<file path="src/rtl/exe_mem_skid_reg_if.sv">
// exe_mem_skid_reg_if
//   EXE->MEM stage bus. It carries the upstream (EXE) valid/ready handshake
//   with its payload and the downstream (MEM) valid/ready handshake with its
//   payload.
//   slave  : the stage register. It receives in_* and out_ready, and it
//            drives in_ready and out_*.
//   master : the environment (EXE and MEM together). It uses the opposite
//            directions.
interface exe_mem_skid_reg_if #(
  parameter int unsigned CTRL_W = 3,
  parameter int unsigned DATA_W = 32,
  parameter int unsigned DEST_W = 4
);
  logic              in_valid;
  logic              in_ready;
  logic [CTRL_W-1:0] in_ctrl;
  logic [DATA_W-1:0] in_alu;
  logic [DATA_W-1:0] in_val2;
  logic [DEST_W-1:0] in_dest;
  logic              out_valid;
  logic              out_ready;
  logic [CTRL_W-1:0] out_ctrl;
  logic [DATA_W-1:0] out_alu;
  logic [DATA_W-1:0] out_val2;
  logic [DEST_W-1:0] out_dest;

  modport slave (
    input  in_valid, in_ctrl, in_alu, in_val2, in_dest, out_ready,
    output in_ready, out_valid, out_ctrl, out_alu, out_val2, out_dest
  );

  modport master (
    output in_valid, in_ctrl, in_alu, in_val2, in_dest, out_ready,
    input  in_ready, out_valid, out_ctrl, out_alu, out_val2, out_dest
  );
endinterface

</file>
<file path="src/rtl/exe_mem_skid_reg.sv">
// exe_mem_skid_reg
//   Elastic EXE->MEM pipeline register with valid/ready handshakes on both
//   sides.
//   SKID_EN=1 : a 2-entry skid buffer. Register M drives the outputs and
//               register S catches one extra entry, so in_ready depends only
//               on registered state.
//   SKID_EN=0 : a single register. Its ready is passed combinationally from
//               out_ready.
//   Priority  : rst_n > flush > freeze > normal operation.
//   out_ctrl is forced to zero whenever out_valid is low, so a bubble can
//   never write.
// Ports
//   clk, rst_n : clock, and asynchronous active-low reset.
//   flush      : synchronous kill of all held entries.
//   freeze     : hold all state and block both handshakes.
//   bus        : exe_mem_skid_reg_if.slave (in_* / out_* handshakes).
//   occupancy  : registered count of valid held entries.
module exe_mem_skid_reg #(
  parameter int unsigned CTRL_W  = 3,
  parameter int unsigned DATA_W  = 32,
  parameter int unsigned DEST_W  = 4,
  parameter int unsigned SKID_EN = 1
) (
  input  logic                  clk,
  input  logic                  rst_n,
  input  logic                  flush,
  input  logic                  freeze,
  exe_mem_skid_reg_if.slave     bus,
  output logic [1:0]            occupancy
);

  localparam int unsigned ENT_W = CTRL_W + 2 * DATA_W + DEST_W;

  logic             m_valid_q, m_valid_d;
  logic             s_valid_q, s_valid_d;
  logic [ENT_W-1:0] m_q, m_d;
  logic [ENT_W-1:0] s_q, s_d;
  logic [1:0]       occ_q, occ_d;

  logic [ENT_W-1:0] in_ent;
  logic             out_valid;
  logic             in_ready;
  logic             accept;
  logic             drain;

  assign in_ent = {bus.in_ctrl, bus.in_alu, bus.in_val2, bus.in_dest};

  assign out_valid = m_valid_q & ~freeze;

  // With the skid buffer, readiness depends only on the registered S slot.
  // Without it, a full M can still accept when MEM drains in the same cycle.
  assign in_ready = ((SKID_EN != 0) ? ~s_valid_q : (~m_valid_q | bus.out_ready))
                    & ~freeze & ~flush;

  assign accept = bus.in_valid & in_ready;
  assign drain  = out_valid & bus.out_ready;

  always_comb begin
    m_valid_d = m_valid_q;
    s_valid_d = s_valid_q;
    m_d       = m_q;
    s_d       = s_q;
    if (flush) begin
      m_valid_d = 1'b0;
      s_valid_d = 1'b0;
    end else if (!freeze) begin
      if (SKID_EN != 0) begin
        if (!m_valid_q) begin
          if (accept) begin
            m_d       = in_ent;
            m_valid_d = 1'b1;
          end
        end else if (!s_valid_q) begin
          if (accept && drain) begin
            m_d = in_ent;
          end else if (accept) begin
            s_d       = in_ent;
            s_valid_d = 1'b1;
          end else if (drain) begin
            m_valid_d = 1'b0;
          end
        end else if (drain) begin
          // Both slots are full and in_ready is low: promote S into M.
          m_d       = s_q;
          s_valid_d = 1'b0;
        end
      end else begin
        if (accept) begin
          m_d       = in_ent;
          m_valid_d = 1'b1;
        end else if (drain) begin
          m_valid_d = 1'b0;
        end
      end
    end
    occ_d = {1'b0, m_valid_d} + {1'b0, s_valid_d};
  end

  always_ff @(posedge clk or negedge rst_n) begin
    if (!rst_n) begin
      m_valid_q <= 1'b0;
      s_valid_q <= 1'b0;
      m_q       <= '0;
      s_q       <= '0;
      occ_q     <= '0;
    end else begin
      m_valid_q <= m_valid_d;
      s_valid_q <= s_valid_d;
      m_q       <= m_d;
      s_q       <= s_d;
      occ_q     <= occ_d;
    end
  end

  assign bus.in_ready  = in_ready;
  assign bus.out_valid = out_valid;
  assign bus.out_ctrl  = out_valid ? m_q[ENT_W-1 -: CTRL_W] : '0;
  assign bus.out_alu   = m_q[2*DATA_W+DEST_W-1 -: DATA_W];
  assign bus.out_val2  = m_q[DATA_W+DEST_W-1 -: DATA_W];
  assign bus.out_dest  = m_q[DEST_W-1:0];
  assign occupancy     = occ_q;

endmodule

</file>
<file path="src/flat_wrapper.sv">
// flat-port wrapper written by rule: the top's interface ports become plain ports
module exe_mem_skid_reg_flat 
#(
  parameter int unsigned CTRL_W  = 3,
  parameter int unsigned DATA_W  = 32,
  parameter int unsigned DEST_W  = 4,
  parameter int unsigned SKID_EN = 1
)
  (clk, rst_n, flush, freeze, occupancy, bus_in_valid, bus_in_ctrl, bus_in_alu, bus_in_val2, bus_in_dest, bus_out_ready, bus_in_ready, bus_out_valid, bus_out_ctrl, bus_out_alu, bus_out_val2, bus_out_dest);
  exe_mem_skid_reg_if #(.CTRL_W(CTRL_W), .DATA_W(DATA_W), .DEST_W(DEST_W)) bus_i ();
  input  logic clk;
  input  logic rst_n;
  input  logic flush;
  input  logic freeze;
  output logic [1:0] occupancy;
  input wire logic [$bits(bus_i.in_valid)-1:0] bus_in_valid;
  input wire logic [$bits(bus_i.in_ctrl)-1:0] bus_in_ctrl;
  input wire logic [$bits(bus_i.in_alu)-1:0] bus_in_alu;
  input wire logic [$bits(bus_i.in_val2)-1:0] bus_in_val2;
  input wire logic [$bits(bus_i.in_dest)-1:0] bus_in_dest;
  input wire logic [$bits(bus_i.out_ready)-1:0] bus_out_ready;
  output wire logic [$bits(bus_i.in_ready)-1:0] bus_in_ready;
  output wire logic [$bits(bus_i.out_valid)-1:0] bus_out_valid;
  output wire logic [$bits(bus_i.out_ctrl)-1:0] bus_out_ctrl;
  output wire logic [$bits(bus_i.out_alu)-1:0] bus_out_alu;
  output wire logic [$bits(bus_i.out_val2)-1:0] bus_out_val2;
  output wire logic [$bits(bus_i.out_dest)-1:0] bus_out_dest;
  assign bus_i.in_valid = bus_in_valid;
  assign bus_i.in_ctrl = bus_in_ctrl;
  assign bus_i.in_alu = bus_in_alu;
  assign bus_i.in_val2 = bus_in_val2;
  assign bus_i.in_dest = bus_in_dest;
  assign bus_i.out_ready = bus_out_ready;
  assign bus_in_ready = bus_i.in_ready;
  assign bus_out_valid = bus_i.out_valid;
  assign bus_out_ctrl = bus_i.out_ctrl;
  assign bus_out_alu = bus_i.out_alu;
  assign bus_out_val2 = bus_i.out_val2;
  assign bus_out_dest = bus_i.out_dest;
  exe_mem_skid_reg #(.CTRL_W(CTRL_W), .DATA_W(DATA_W), .DEST_W(DEST_W), .SKID_EN(SKID_EN)) u_core (.clk(clk), .rst_n(rst_n), .flush(flush), .freeze(freeze), .bus(bus_i), .occupancy(occupancy));
endmodule
</file>
<file path="config.mk">
export PLATFORM = sky130hd
export DESIGN_NAME = exe_mem_skid_reg_flat
export DESIGN_NICKNAME = d
export VERILOG_FILES = /design/src/rtl/exe_mem_skid_reg_if.sv /design/src/rtl/exe_mem_skid_reg.sv /design/src/flat_wrapper.sv
export SDC_FILE = /design/constraint.sdc
export NUM_CORES = 1
export LEC_CHECK = 0
export ABC_AREA = 1
export CAP_MARGIN = 20
export CELL_PAD_IN_SITES_DETAIL_PLACEMENT = 0
export CELL_PAD_IN_SITES_GLOBAL_PLACEMENT = 1
export CORE_MARGIN = 5
export CORE_UTILIZATION = 34
export CTS_CLUSTER_SIZE = 25
export DETAILED_ROUTE_END_ITERATION = 10
export PLACE_DENSITY = 0.76
export REMOVE_ABC_BUFFERS = 1
export SYNTH_ARGS = -nofsm -noshare
export SYNTH_HDL_FRONTEND = slang
export SYNTH_SLANG_ARGS = --single-unit
</file>
<file path="constraint.sdc">
create_clock -name clk -period 1.5 [get_ports clk]
set_input_delay 0.3 -clock clk [delete_from_list [all_inputs] [get_ports clk]]
set_output_delay 0.3 -clock clk [all_outputs]
set_load 0.005 [all_outputs]
</file>
==> impl_results.md <==
* Port bufs at about 150
* CP cell instances: buf_6, inv_4, nand3_4, buf_6, a21oi_4, buf_12, nand2_8, buf_16, nand2_1, nand2_1
* Root buf cell: clkbuf_16
* Synthesis Warnings at 0
* Vias per cell at roughly 4.7
* Total Wirelength at around 22000 um
* Total CTS buffers at 17
* CP required at approximately 1.8 ns
* Setup violations, final at ~150
* CTS tree: built
* Leading cell type in the layout, fill and taps excluded: nand2_1
* P_leak at approximately 5.3 nW
* Setup crit start: u_core.s_valid_q
* Routed met1 length at about 11000 um
* Most frequent cells in the layout: nand2_1, dfrtp_1, o21ai_0
* Grt ovf at 0
* Clock power frac at a little over a third
* WHS at between 0.3 and 0.4 ns
* Crit Path Class: reg2reg
* Fill count at between 1500 and 2000
* Clock Latency Late Sink at 0.42 ns
* Max-cap check violation count at 0
* Crit Path Max Fanout at 14
* Detailed-route DRC error count at 0
* Post-synthesis cell type count at 23
* Htree depth at 4
* Deepest clock path buffer count at 2
* Syn Inst Count at 862
* F_max at slightly below 600 MHz
* CP arrival at 1.98 ns
* Detailed Place HPWL at about 11000 um
* Register area share after synthesis at a little over half
* Die width at about 150 um
* Worst path slowest cell: dfrtp_2
* Gr usage total at about 17%
* Slew Viols, Final at 0
* Crit. End Element: flip-flop
* Core Footprint at between 20000 and 25000 um2
* P&R area growth vs syn at 50.8%
* Sw frac at a little over a quarter
* HP Class: in2async
* CP peak stage delay at 0.41 ns
* Ant. Diodes at 0
* DRT antenna net count at 0
* Initial DRC Count at about 340
* Final setup skew at about 0.010 ns
* Worst slack, placed at -0.485 ns
* Drt wl/cell at approximately 17 um
* Hold Fails Final Rpt at 0
* Global placement routability congestion at 0.787
* Flops & latches, synth at 146
* Sequential power share at a little over two fifths
* Combinational Power Share at approximately a fifth
* Register-to-Register Path Depth at 10
* Crit share post-route at 112%
* Max transition margin at 78.4%
* Highest routed layer: met4
* CTS Sinks at about 150
* Die height at between 150 and 200 um
* Failing checks: negative setup slack
* Final worst setup slack at -0.179 ns
* Nets at 1088
* Worst ir drop on vdd at 0.735 mV
* Initial Util at about a third
* Syn Area/Cell at about 8.1 um2
* Top Ports at ~150
* Switching power at 0.00309 W
* Routed met2 length at between 10000 and 15000 um
* Least-Margin Pin Slew at ~0.32 ns
* Reg clk slew, reported paths at roughly 0.060 ns
* Status: finished with violations
* Die area at roughly 24000 um2
* Fin crit period at around 1.7 ns
* Total number of vias at a little over 6000
* Worst setup SP type: flip-flop
* Met3 WL at 1080 um
* Pin count of the biggest net entering global routing at 39
* Synthesized area at about 7000 um2
* Pwr per Cell Area at between 1000 and 1500 nW/um2
* Layout cell share with drive strength beyond 1 at ~22%
* Internal Pwr Total at 0.00846 W
* Drt pass-1 iters at 5
* Reg2reg start: u_core.s_valid_q
* RSZ-0062 raised after global routing: true
* First-pass GRT wire length at ~32000 um
* Initial antenna violation count at 0
* Vias in the first global route at roughly 5600
* Rows at 52
## path summary, 6_finish.rpt
path	slack, ns	end
worst max-delay path	-0.18	u_core.m_q[55]
worst min-delay path	0.33	u_core.m_q[13]
worst max register to register	-0.18	u_core.m_q[55]
worst min register to register	0.46	u_core.m_q[52]
max in group asynchronous	0.65	u_core.s_q[67]
min in group clk	0.45	u_core.s_q[42]
## what timing repair did
action | CTS | global route
endpoints found under the setup margin | 198 | 150
hold buffers | 1 | 0
resized for setup | 131 | 129
gates cloned | 10 | 17
endpoints found under the hold margin | 22 | 0
buffers inserted | 22 | 13
pin swaps | 9 | 17
## state kept, by name, summed over array words and instances (netlist names)
| register | count |
|---|---|
| u_core.m_q | 71 |
| u_core.s_q | 71 |
| u_core.occupancy | 2 |
| u_core.m_valid_q | 1 |
| u_core.s_valid_q | 1 |
## critical path, delay by kind of cell, from the launching register on
family / cells / cell delay [ns]
AND/OR/NAND/NOR: 4 / 0.32
flip-flops: 1 / 0.41
AO/OA/AOI/OAI: 1 / 0.15
buffers and inverters: 5 / 0.66
## metrics by stage
stage	area (um2)	utilization, %	instances	total power, W	setup TNS, ns
finish	10600	52.2	1291	0.0116	-18.31
global route	10600	52.2	1291	0.0122	-30.16
floorplan	6210	-	742	0.00575	-342.82
CTS	9690	47.9	1263	0.0114	-8.92
detailed placement	8620	42.6	1200	0.00738	-66.33
global placement	8620	42.6	1200	0.00735	-60.24
## cell usage after synthesis (all sizes together)
| cell type | n | share of area (%) |
|---|---|---|
| dfrtp | 146 | 52 |
| buf | 106 | 11 |
| o21bai | 1 | 0.11 |
| nor2 | 7 | 0.52 |
| ha | 1 | 0.18 |
| a21oi | 3 | 0.27 |
| clkbuf | 14 | 0.75 |
| nand2 | 288 | 15 |
| nand3b | 1 | 0.11 |
| o31ai | 1 | 0.11 |
| inv | 78 | 4.2 |
| o21ai | 143 | 10 |
| nor3 | 1 | 0.071 |
| nand3 | 72 | 5.2 |
## metal layers
metal	GRT usage, %	vias to the layer above
met3	4.22	19
met1	24.3	2906
met4	3.87	0
met5	0	-
li1	-	2961
met2	25.8	159
## layout make-up
| cell class | instances | area [um2] | area share (%) |
|---|---|---|---|
| well taps | 270 | 338 | 3.20 |
| clock buffers | 20 | 457 | 4.32 |
| inverters | 78 | 295 | 2.80 |
| repair buffers | 248 | 3050 | 28.9 |
| clock inverters | 10 | 111 | 1.05 |
| multi-input cells | 519 | 2650 | 25.1 |
| flip-flops and latches | 146 | 3650 | 34.6 |
## cell families after synthesis
family                   after synthesis  share of synthesized area (%)
AO/OA/AOI/OAI                        148                           10.7
adder cells (fa/ha/maj)                1                          0.179
buffers and inverters                198                           15.6
flip-flops                           146                           52.2
AND/OR/NAND/NOR                      369                           21.4
## power by group through the flow
stage / combinational (W) / clock (W) / sequential, W
2_1_floorplan: 0.000694 / 0 / 0.00506
3_3_place_gp: 0.00226 / 0 / 0.00509
3_5_place_dp: 0.00230 / 0 / 0.00508
4_1_cts: 0.00215 / 0.00422 / 0.00500
5_1_grt: 0.00263 / 0.00439 / 0.00514
6_report: 0.00235 / 0.00415 / 0.00505
Power figures use the tool's default switching activity.
